===== src/rtl/dexec_pkg.sv =====
// dexec_pkg: shared opcodes, flag bits, instruction fields and FSM encoding for dexec_stage
package dexec_pkg;
    localparam int DATA_W = 8;
    localparam logic [3:0] OP_NOP = 4'd0;
    localparam logic [3:0] OP_OR  = 4'd1;
    localparam logic [3:0] OP_AND = 4'd2;
    localparam logic [3:0] OP_XOR = 4'd3;
    localparam logic [3:0] OP_NOT = 4'd4;
    localparam logic [3:0] OP_ADD = 4'd5;
    localparam logic [3:0] OP_SUB = 4'd6;
    localparam logic [3:0] OP_SHL = 4'd7;
    localparam int FL_Z = 0;
    localparam int FL_C = 1;
    localparam int FL_S = 2;
    localparam int FL_V = 3;
    localparam int OP_LO  = 16;
    localparam int RD_LO  = 14;
    localparam int RA_LO  = 12;
    localparam int RB_LO  = 10;
    localparam int IMM_EN = 9;
    localparam int RSVD   = 8;
    localparam int IMM_LO = 0;
    typedef enum logic [1:0] {IDLE, EXEC, WB} state_t;
endpackage


===== src/rtl/dexec_regfile.sv =====
// dregfile4: 4x8 register file, one synchronous write port, two operand reads and a debug read
module dregfile4 #(
    parameter int DATA_W = 8
) (
    input  logic              clk,
    input  logic              rst_n,
    input  logic              we,
    input  logic [1:0]        waddr,
    input  logic [DATA_W-1:0] wdata,
    input  logic [1:0]        ra_addr,
    input  logic [1:0]        rb_addr,
    input  logic [1:0]        dbg_addr,
    output logic [DATA_W-1:0] ra_data,
    output logic [DATA_W-1:0] rb_data,
    output logic [DATA_W-1:0] dbg_data
);
    logic [DATA_W-1:0] regs [4];
    always_ff @(posedge clk or negedge rst_n) begin
        if (!rst_n) begin
            for (int i = 0; i < 4; i++) regs[i] <= '0;
        end else if (we) begin
            regs[waddr] <= wdata;
        end
    end
    assign ra_data  = regs[ra_addr];
    assign rb_data  = regs[rb_addr];
    assign dbg_data = regs[dbg_addr];
endmodule


===== src/rtl/dexec_stage.sv =====
// dexec_stage: single-issue execute stage driving an external dALU and writing results back
module dexec_stage
    import dexec_pkg::*;
#(
    parameter int DATA_W = 8
) (
    input  logic              clk,
    input  logic              rst_n,
    input  logic              in_valid,
    output logic              in_ready,
    input  logic [19:0]       in_instr,
    output logic [DATA_W-1:0] alu_a,
    output logic [DATA_W-1:0] alu_b,
    output logic [3:0]        alu_op,
    input  logic [DATA_W-1:0] alu_out,
    input  logic [3:0]        alu_flags,
    output logic              done,
    output logic [1:0]        done_rd,
    output logic [DATA_W-1:0] done_data,
    output logic              err,
    output logic [3:0]        flags_q,
    input  logic [1:0]        dbg_addr,
    output logic [DATA_W-1:0] dbg_data
);
    state_t            state;
    logic [19:0]       instr_q;
    logic [DATA_W-1:0] res_q;
    logic [3:0]        fl_q;
    logic [DATA_W-1:0] ra_data, rb_data;
    logic [3:0]        op;
    logic [1:0]        rd, ra, rb;
    logic [7:0]        imm;
    logic              use_imm, legal, wr_en, in_exec, unused_rsvd;
    assign op          = instr_q[OP_LO +: 4];
    assign rd          = instr_q[RD_LO +: 2];
    assign ra          = instr_q[RA_LO +: 2];
    assign rb          = instr_q[RB_LO +: 2];
    assign use_imm     = instr_q[IMM_EN];
    assign imm         = instr_q[IMM_LO +: 8];
    assign unused_rsvd = instr_q[RSVD];
    assign legal       = (op != OP_NOP) && (op <= OP_SHL);
    assign in_exec     = state == EXEC;
    assign wr_en       = (state == WB) && legal;
    assign in_ready    = !in_exec;
    assign alu_a       = in_exec ? ra_data : '0;
    assign alu_b       = in_exec ? (use_imm ? DATA_W'(imm) : rb_data) : '0;
    assign alu_op      = in_exec ? op : '0;
    assign done_rd     = rd;
    assign done_data   = res_q;
    dregfile4 #(.DATA_W(DATA_W)) u_regs (
        .clk      (clk),
        .rst_n    (rst_n),
        .we       (wr_en),
        .waddr    (rd),
        .wdata    (res_q),
        .ra_addr  (ra),
        .rb_addr  (rb),
        .dbg_addr (dbg_addr),
        .ra_data  (ra_data),
        .rb_data  (rb_data),
        .dbg_data (dbg_data)
    );
    // done/err are registered on the EXEC->WB edge so they are high exactly for the WB cycle
    always_ff @(posedge clk or negedge rst_n) begin
        if (!rst_n) begin
            state   <= IDLE;
            instr_q <= '0;
            res_q   <= '0;
            fl_q    <= '0;
            flags_q <= '0;
            done    <= 1'b0;
            err     <= 1'b0;
        end else begin
            done <= 1'b0;
            err  <= 1'b0;
            case (state)
                IDLE: begin
                    if (in_valid) begin
                        instr_q <= in_instr;
                        state   <= EXEC;
                    end
                end
                EXEC: begin
                    res_q <= alu_out;
                    fl_q  <= alu_flags;
                    done  <= legal;
                    err   <= op[3];
                    state <= WB;
                end
                WB: begin
                    if (legal) flags_q <= fl_q;
                    if (in_valid) instr_q <= in_instr;
                    state <= in_valid ? EXEC : IDLE;
                end
                default: state <= IDLE;
            endcase
        end
    end
endmodule

===== config.mk =====
export PLATFORM = sky130hd
export DESIGN_NAME = dexec_stage
export DESIGN_NICKNAME = d
export VERILOG_FILES = /design/src/rtl/dexec_pkg.sv /design/src/rtl/dexec_regfile.sv /design/src/rtl/dexec_stage.sv
export SDC_FILE = /design/constraint.sdc
export NUM_CORES = 1
export LEC_CHECK = 0
export ABC_AREA = 1
export CAP_MARGIN = 20
export CORE_ASPECT_RATIO = 1.25
export CORE_UTILIZATION = 31
export DETAILED_ROUTE_END_ITERATION = 7
export GPL_ROUTABILITY_DRIVEN = 0
export PLACE_DENSITY = 0.62
export SYNTH_ARGS = -nofsm -noshare
export SYNTH_HDL_FRONTEND = slang
export SYNTH_SLANG_ARGS = --single-unit

===== constraint.sdc =====
create_clock -name clk -period 2.8 [get_ports clk]
set_clock_uncertainty 0.15 [all_clocks]
set_input_delay 0.7 -clock clk [delete_from_list [all_inputs] [get_ports clk]]
set_output_delay 0.7 -clock clk [all_outputs]
set_load 0.02 [all_outputs]

==> metrics.yaml, run 1 <==
wl_mm: 10.80
seqCellArea_um2: 1778
yosysSeqAreaShare: 0.4556
h-tree-depth: 3
setup_viol_count_final: 0
rsz0062_at_grt: "no"
syn-cell-area_um2: 3900
top_usage_layer: "met2"
core_region_area_um2: 12220
slowest_delay_ns: 0.33
nets: 650
hold_class: "input pin to asynchronous set/reset pin"
period_share: 0.9734
clock_sinks: 71
cp-end-kind: "output pin"
ios: 82
period_needed_ns: 2.725
die-area_um2: 13040
fill_cells: 1212
dr_total_vias: 3713
worst_setup_path_start_kind: "input pin"
drtIter0Drc: 230
ctsHoldBuffers: 0
tritoncts: "yes"
preCtsSetupSlack_ns: -0.5343
cts-root-buf: "clkbuf_16"
cp.arrival_ns: 1.88
crit_fanout: 9
final-hold-violation-count: 0
tightest_slew_ns: 0.5883
path_cells: "dlygate4sd2_1, inv_1, buf_4, o21ai_0, o22ai_1, clkdlybuf4s15_1"
wl_per_cell_um: 13.81
cts_buffers: 9
met2_usage: 0.2878
outcome: "finished clean"
overflow: 0
synth_top_area_cell: "dfrtp_1"
finalPower_mw: 4.409
drc: 0
yosys_warnings: 0
yosys-top-cells-area: "dfrtp_1, nand2_1, nor2_1"
ant_nets: 0
ir_worst_vdd_uv: 388.3
clockBufferDepth: 2
maxSlewHeadroom: 0.6078
startpoint: "dbg_addr[1]"
cap_violations: 0
crit_type: "input pin to output pin"
initial_core_util: 0.3192
max_freq_ghz: 0.3669
grt_pass1_vias: 3564
synthToLayoutAreaGrowth_pct: 35.87
r2r-start: "state[0]"
powerDensity_nw_per_um2: 832.1
fp.dieH_um: 127.4
n_antenna_cell: 0
final_max_slew_viol_count: 0
yosysUniqueCellTypes: 23
r2r_slack_ns: 0.94
yosysTopAreaCellShare: 0.4556
grt_pass1_wl_mm: 17.72
port_buffers: 80
worstPathRequired_ns: 1.95
antenna_found_initial: 0
firstDrtPassIters: 4
clk_pin_slew_ns: 0.06
die_w_um: 102.3
drive_gt1_frac: 0.1036
p_leak_nw: 2.726
grt_use_met3: 0.02626
rows: 45
syn-num-nets: 567
met1_usage: 0.2308
viasPerCell: 4.748
fin_util: 0.4337
slowest_stage: "dlygate4sd2_1"
clock_latency_ns: 0.33
fin_ws_ns: 0.07462
dp_hpwl_mm: 7.972
syn_inst: 530
grtUsageTotal: 0.1761
critical-path-top-delay-family: "buffers and inverters"
critPathBufInv: 4
multiInputGateArea_um2: 1765
syn_area_per_cell_um2: 7.358
grt_max_degree: 42
ys_ff_latch: 71
-- layer usage --
layer	vias to the layer above	routed length, um
li1	1871	-
met2	115	5323
met3	16	423
met4	0	205
met5	-	0
met1	1711	4851
-- power by group --
part	leakage, nW	internal, mW	switching (mW)
Clock	0.193	1.07	0.437
Sequential	0.903	1.31	0.334
Combinational	1.63	0.517	0.740
-- cell type report --
type,count,area share
Inverter,49,0.03495
Clock buffer,10,0.04510
Timing Repair Buffer,102,0.1832
Sequential cell,71,0.3355
Multi-Input combinational cell,380,0.3332
Tap cell,164,0.03872
Clock inverter,6,0.02928
-- layout by cell type, fill, tap and decap left out --
cell type,netlist,routed
nand2_1,205,205
dfrtp_1,71,70
nor2_1,55,54
clkdlybuf4s50_1,0,52
inv_1,40,40
nand4_1,32,32
o21ai_0,25,25
nand3_1,20,20
buf_4,4,19
o211ai_1,16,16
dlygate4sd2_1,0,15
clkbuf_16,0,9
o22ai_1,8,8
a21oi_1,8,8
inv_2,6,6
bufinv_16,0,5
dlymetal6s2s_1,0,4
clkbuf_2,0,4
nor2_4,3,3
nand4_4,3,3
clkdlybuf4s15_1,0,3
buf_12,0,3
nand2_2,2,2
clkinv_2,0,2
clkinv_1,3,2
a21oi_2,1,1
nor2_8,1,1
nand4_2,1,1
nor2_2,0,1
clkbuf_8,0,1
buf_2,15,1
dfrtp_2,0,1
clkdlybuf4s15_2,0,1
-- worst register-to-register path: stages, from the launching register on --
cell     delay, ns
dfrtp_1       0.38
buf_4         0.17
nor2_8        0.48
nand4_2       0.36
nand2_1       0.15
nand2_1       0.06
-- worst paths after layout --
check,endpoint,cells after the start
worst max register to register,u_regs.regs[30],5
worst min register to register,instr_q[4],2
worst max-delay path,dbg_data[2],6
max in group asynchronous,u_regs.regs[10],2
worst min-delay path,u_regs.regs[28],1
min in group clk,instr_q[4],2
-- Yosys cell counts (all sizes together) --
cell      n
nand4    36
a21oi     9
clkinv    3
nor2     59
clkbuf    6
o22ai     8
o211ai   16
buf      24
inv      46
nand3    20
nand2   207
dfrtp    71
o21ai    25
-- registers in the layout, indices dropped and copies added, names as in the netlist --
| signal | count |
|---|---|
| state | 2 |
| instr_q | 19 |
| done_data | 8 |
| u_regs.regs | 32 |
| flags_q | 4 |
| fl_q | 4 |
| err | 1 |
| done | 1 |
-- metrics by stage --
step | setup TNS (ns) | cells | instance area (um2) | hold slack, ns
global placement | -3.849 | 766 | 4930 | 0.3062
detailed placement | -4.005 | 766 | 4930 | 0.3099
global route | 0 | 782 | 5299 | 0.2276
CTS | 0 | 782 | 5301 | 0.2040
finish | 0 | 782 | 5299 | 0.2013
floorplan | 0 | 530 | 3900 | 0.2544
-- timing repair --
action,CTS,global route
gates resized for setup,28,14
pin swaps,0,0
buffers inserted,0,0
endpoints found under the setup margin,21,10
-- cell families after synthesis --
| group | Yosys count | share of synthesized area |
|---|---|---|
| buf+inv | 79 | 0.09239 |
| flops | 71 | 0.4556 |
| simple gates | 322 | 0.3638 |
| compound gates | 58 | 0.08823 |
No activity file was read; power rests on OpenSTA's default activity.
==> run 2: changes to the inputs <==
CAP_MARGIN = 10   (was 20)
CORE_MARGIN = 5   (was default)
==> metrics.yaml, run 2 (same netlist as run 1, synthesis figures left out) <==
crit_type: "register to output pin"
internal_power_mw: 2.788
h-tree-depth: 3
period_share: 0.9645
viasPerCell: 4.813
cap_violations: 0
finalNonFillerCells: 779
clock_sinks: 71
initial_core_util: 0.3192
n_antenna_cell: 0
powerDensity_nw_per_um2: 817.4
grt_pass1_vias: 3800
ios: 82
grt_max_degree: 72
port_buffers: 80
tightest_slew_ns: 0.5796
drive_gt1_frac: 0.1057
fp.dieH_um: 135.4
crit_fanout: 20
tritoncts: "yes"
fill_cells: 1263
swShare: 0.3541
outcome: "finished clean"
clockBufferDepth: 2
clk_pin_slew_ns: 0.06
period_needed_ns: 2.701
cp.arrival_ns: 1.85
pwr-share-seq: 0.380
rsz0062_at_grt: "no"
synthToLayoutAreaGrowth_pct: 35.42
wl_mm: 11.31
final-hold-violation-count: 0
dr_total_vias: 3749
placed_cells: 763
hold_class: "input pin to asynchronous set/reset pin"
switchingPower_mw: 1.528
fin_util: 0.4323
largest_reg_flops: 32
grt_pass1_wl_mm: 18.75
wl_per_cell_um: 14.51
critical-path-top-delay-family: "buffers and inverters"
nets: 647
final_max_slew_viol_count: 0
antenna_found_initial: 0
overflow: 0
largest-register: "u_regs.regs"
final_cell_mix: "nand2_1, dfrtp_1, nor2_1, clkdlybuf4s50_1, inv_1"
layout_commonest_cell: "nand2_1"
clock_latency_ns: 0.33
setup_viol_count_final: 0
drc: 0
final.setup.tns_ns: 0
grtUsageTotal: 0.1577
critPathBufInv: 3
worstPathRequired_ns: 1.95
max_freq_ghz: 0.3703
ir_worst_vdd_uv: 350.0
cp-end-kind: "output pin"
slowest_delay_ns: 0.62
maxSlewHeadroom: 0.6136
path_cells: "inv_1, nand2_2, buf_4, nor2_1, clkdlybuf4s50_1"
comb_power_share: 0.297
cts_buffers: 9
worst_setup_path_start_kind: "register"
ant_nets: 0
die_w_um: 110.3
pwr-share-clk: 0.324
drtIter0Drc: 269
die-area_um2: 14940
p_leak_nw: 2.815
slowest_stage: "clkdlybuf4s50_1"
core_region_area_um2: 12220
cts-root-buf: "clkbuf_16"
dp_hpwl_mm: 8.153
rows: 45
firstDrtPassIters: 5
==> run 2: final timing paths <==
kind	slack, ns	depth (start not counted)	from	endpoint
max	0.1	5	state[1]	alu_op[3]
min	0.22	2	rst_n	fl_q[0]
max reg2reg	0.94	5	state[0]	u_regs.regs[24]
min reg2reg	0.32	2	instr_q[0]	instr_q[0]
max in group asynchronous	1.92	2	rst_n	instr_q[11]
min in group clk	0.32	2	instr_q[0]	instr_q[0]
==> run 2: cell type report <==
| cell class | count | area [um2] | share of cell area |
|---|---|---|---|
| repair buffers | 99 | 987.2 | 0.1869 |
| well taps | 164 | 205.2 | 0.03885 |
| multi-input cells | 380 | 1765 | 0.3343 |
| clock inverters | 7 | 135.1 | 0.02559 |
| flip-flops and latches | 71 | 1778 | 0.3367 |
| clock buffers | 9 | 225.2 | 0.04264 |
| inverters | 49 | 185.2 | 0.03506 |
==> run 2: repair_timing <==
item                                    CTS  global route
pin swaps                                 2             0
setup buffers                             0             0
cloned                                    0             0
hold buffers                              0             0
endpoints found under the setup margin   17            15
resized for setup                        35            16
==> run 2: power by group through the flow <==
stage | logic, mW | clock network, mW | registers, mW
5_1_grt | 1.44 | 1.46 | 1.67
2_1_floorplan | 0.807 | 0 | 1.57
3_3_place_gp | 1.27 | 0 | 1.63
6_report | 1.28 | 1.40 | 1.64
3_5_place_dp | 1.30 | 0 | 1.63
4_1_cts | 1.29 | 1.41 | 1.62
==> run 2: routing by layer <==
layer / wire [um] / global-route usage
met2: 5683 / 0.2601
met1: 4893 / 0.2029
met3: 550 / 0.02623
met5: 0 / 0
met4: 180 / 0.06571
==> run 2: per-stage QoR <==
| step | cell area (um2) | hold slack (ns) | setup slack [ns] | power [mW] |
|---|---|---|---|---|
| 2_1_floorplan | 3900 | 0.2544 | 0.5361 | 2.376 |
| 3_3_place_gp | 4895 | 0.3066 | -0.5108 | 2.902 |
| 3_5_place_dp | 4895 | 0.3116 | -0.4987 | 2.936 |
| 4_1_cts | 5243 | 0.2505 | 0.006866 | 4.327 |
| 5_1_grt | 5281 | 0.2703 | 0.01910 | 4.569 |
| 6_report | 5281 | 0.2181 | 0.09942 | 4.317 |
==> run 3: changes to the inputs <==
GPL_ROUTABILITY_DRIVEN = 1   (was 0)
==> metrics.yaml, run 3 (same netlist as run 1, synthesis figures left out) <==
ctsHoldBuffers: 0
wl_mm: 11.25
antenna_found_initial: 0
dr_total_vias: 3733
r2r_slack_ns: 0.91
setup_viol_count_final: 0
firstDrtPassIters: 5
maxSlewHeadroom: 0.5356
cts-root-buf: "clkbuf_16"
n_antenna_cell: 0
clock_sinks: 71
period_needed_ns: 2.706
grt_max_degree: 47
clock_latency_ns: 0.34
hold_class: "input pin to asynchronous set/reset pin"
final.setup.tns_ns: 0
largest-register: "u_regs.regs"
clk_pin_slew_ns: 0.06
h-tree-depth: 3
finalPower_mw: 4.150
overflow: 0
ios: 82
layout_commonest_cell: "nand2_1"
period_share: 0.9663
die_w_um: 110.3
cap_violations: 0
cts_buffers: 9
crit_fanout: 33
grt_pass1_wl_mm: 18.79
port_buffers: 80
grtUsageTotal: 0.1600
largest_reg_flops: 32
drc: 0
p_leak_nw: 2.762
synthToLayoutAreaGrowth_pct: 35.03
cp-end-kind: "output pin"
final_max_slew_viol_count: 0
drive_gt1_frac: 0.1041
die-area_um2: 14940
cp.arrival_ns: 1.86
drtIter0Drc: 291
crit_type: "register to output pin"
final-hold-violation-count: 0
rsz0062_at_grt: "no"
timing.hold.ws_ns: 0.2611
tritoncts: "yes"
final_cell_mix: "nand2_1, dfrtp_1, clkdlybuf4s50_1"
core_region_area_um2: 12220
ant_nets: 0
multiInputGateArea_um2: 1770
worst_setup_path_start_kind: "register"
initial_core_util: 0.3192
dp_hpwl_mm: 8.221
fin_util: 0.4310
wl_per_cell_um: 14.44
viasPerCell: 4.792
powerDensity_nw_per_um2: 788.0
clockBufferDepth: 2
ir_worst_vdd_uv: 336.9
fill_cells: 1251
rows: 45
worstPathRequired_ns: 1.95
seqCellArea_um2: 1778
gp_congestion: 0.8545
outcome: "finished clean"
max_freq_ghz: 0.3696
dpl-instance-area_um2: 4907
grt_pass1_vias: 3689
slowest_stage: "clkdlybuf4s50_1"
slowest_delay_ns: 0.64
tightest_slew_ns: 0.6966
fp.dieH_um: 135.4
nets: 647
design_area_um2: 5266
path_cells: "buf_12, nand2_1, o211ai_1, a21oi_1, clkdlybuf4s50_1"
run 3: changes by cell type in the layout (fill, tap and decap cells not counted), moves of 2 or more:
cell | previous run | this run
clkdlybuf4s50_1 | 54 | 56
dlymetal6s2s_1 | 14 | 12
clkbuf_2 | 0 | 2
clkdlybuf4s15_2 | 4 | 6
buf_2 | 5 | 1
clkinv_2 | 4 | 2
bufinv_16 | 4 | 2
run 3: power by group:
group / switching, mW / leakage [nW] / internal (mW)
sequential: 0.329 / 0.903 / 1.31
combinational: 0.745 / 1.70 / 0.531
clock: 0.432 / 0.156 / 0.804
run 3: worst max-delay path: cells and delay by family, from the launching register on:
kind	cells	cell delay, ns
buffers and inverters	2	0.81
AND/OR/NAND/NOR	1	0.07
flip-flops	1	0.40
AO/OA/AOI/OAI	2	0.25
run 3: metrics by stage:
| step | worst slack [ns] | cells |
|---|---|---|
| after floorplan | 0.5361 | 530 |
| after global placement | -0.5067 | 763 |
| after detailed placement | -0.5026 | 763 |
| after CTS | 0.02016 | 779 |
| after global routing | 0.001872 | 779 |
| final | 0.09427 | 779 |
run 3: final cells by class:
type                       count  share of cell area
clock inverter                 5             0.01544
clock buffer                  11             0.04609
sequential                    71              0.3376
tap                          164             0.03896
multi-input combinational    380              0.3362
inverter                      49             0.03516
timing repair buffer          99              0.1905
run 3: final timing paths:
kind	start	end	cells after the start
setup / recovery	instr_q[12]	alu_a[0]	5
hold / removal	rst_n	done_data[4]	1
setup reg to reg	state[0]	u_regs.regs[24]	5
hold reg to reg	instr_q[3]	instr_q[3]	2
max in group asynchronous	rst_n	u_regs.regs[21]	2
min in group clk	instr_q[3]	instr_q[3]	2
run 3: per-layer routing:
metal	wire (um)	vias up	global-route usage
met5	0	-	0
met4	254	0	0.07050
met3	570	19	0.02670
met2	5605	116	0.2611
met1	4820	1731	0.2065
li1	-	1867	-
run 3: what timing repair did:
item	in CTS	in global routing
endpoints found under the hold margin	0	0
buffers inserted	0	0
resized for setup	30	14
endpoints found under the setup margin	26	14
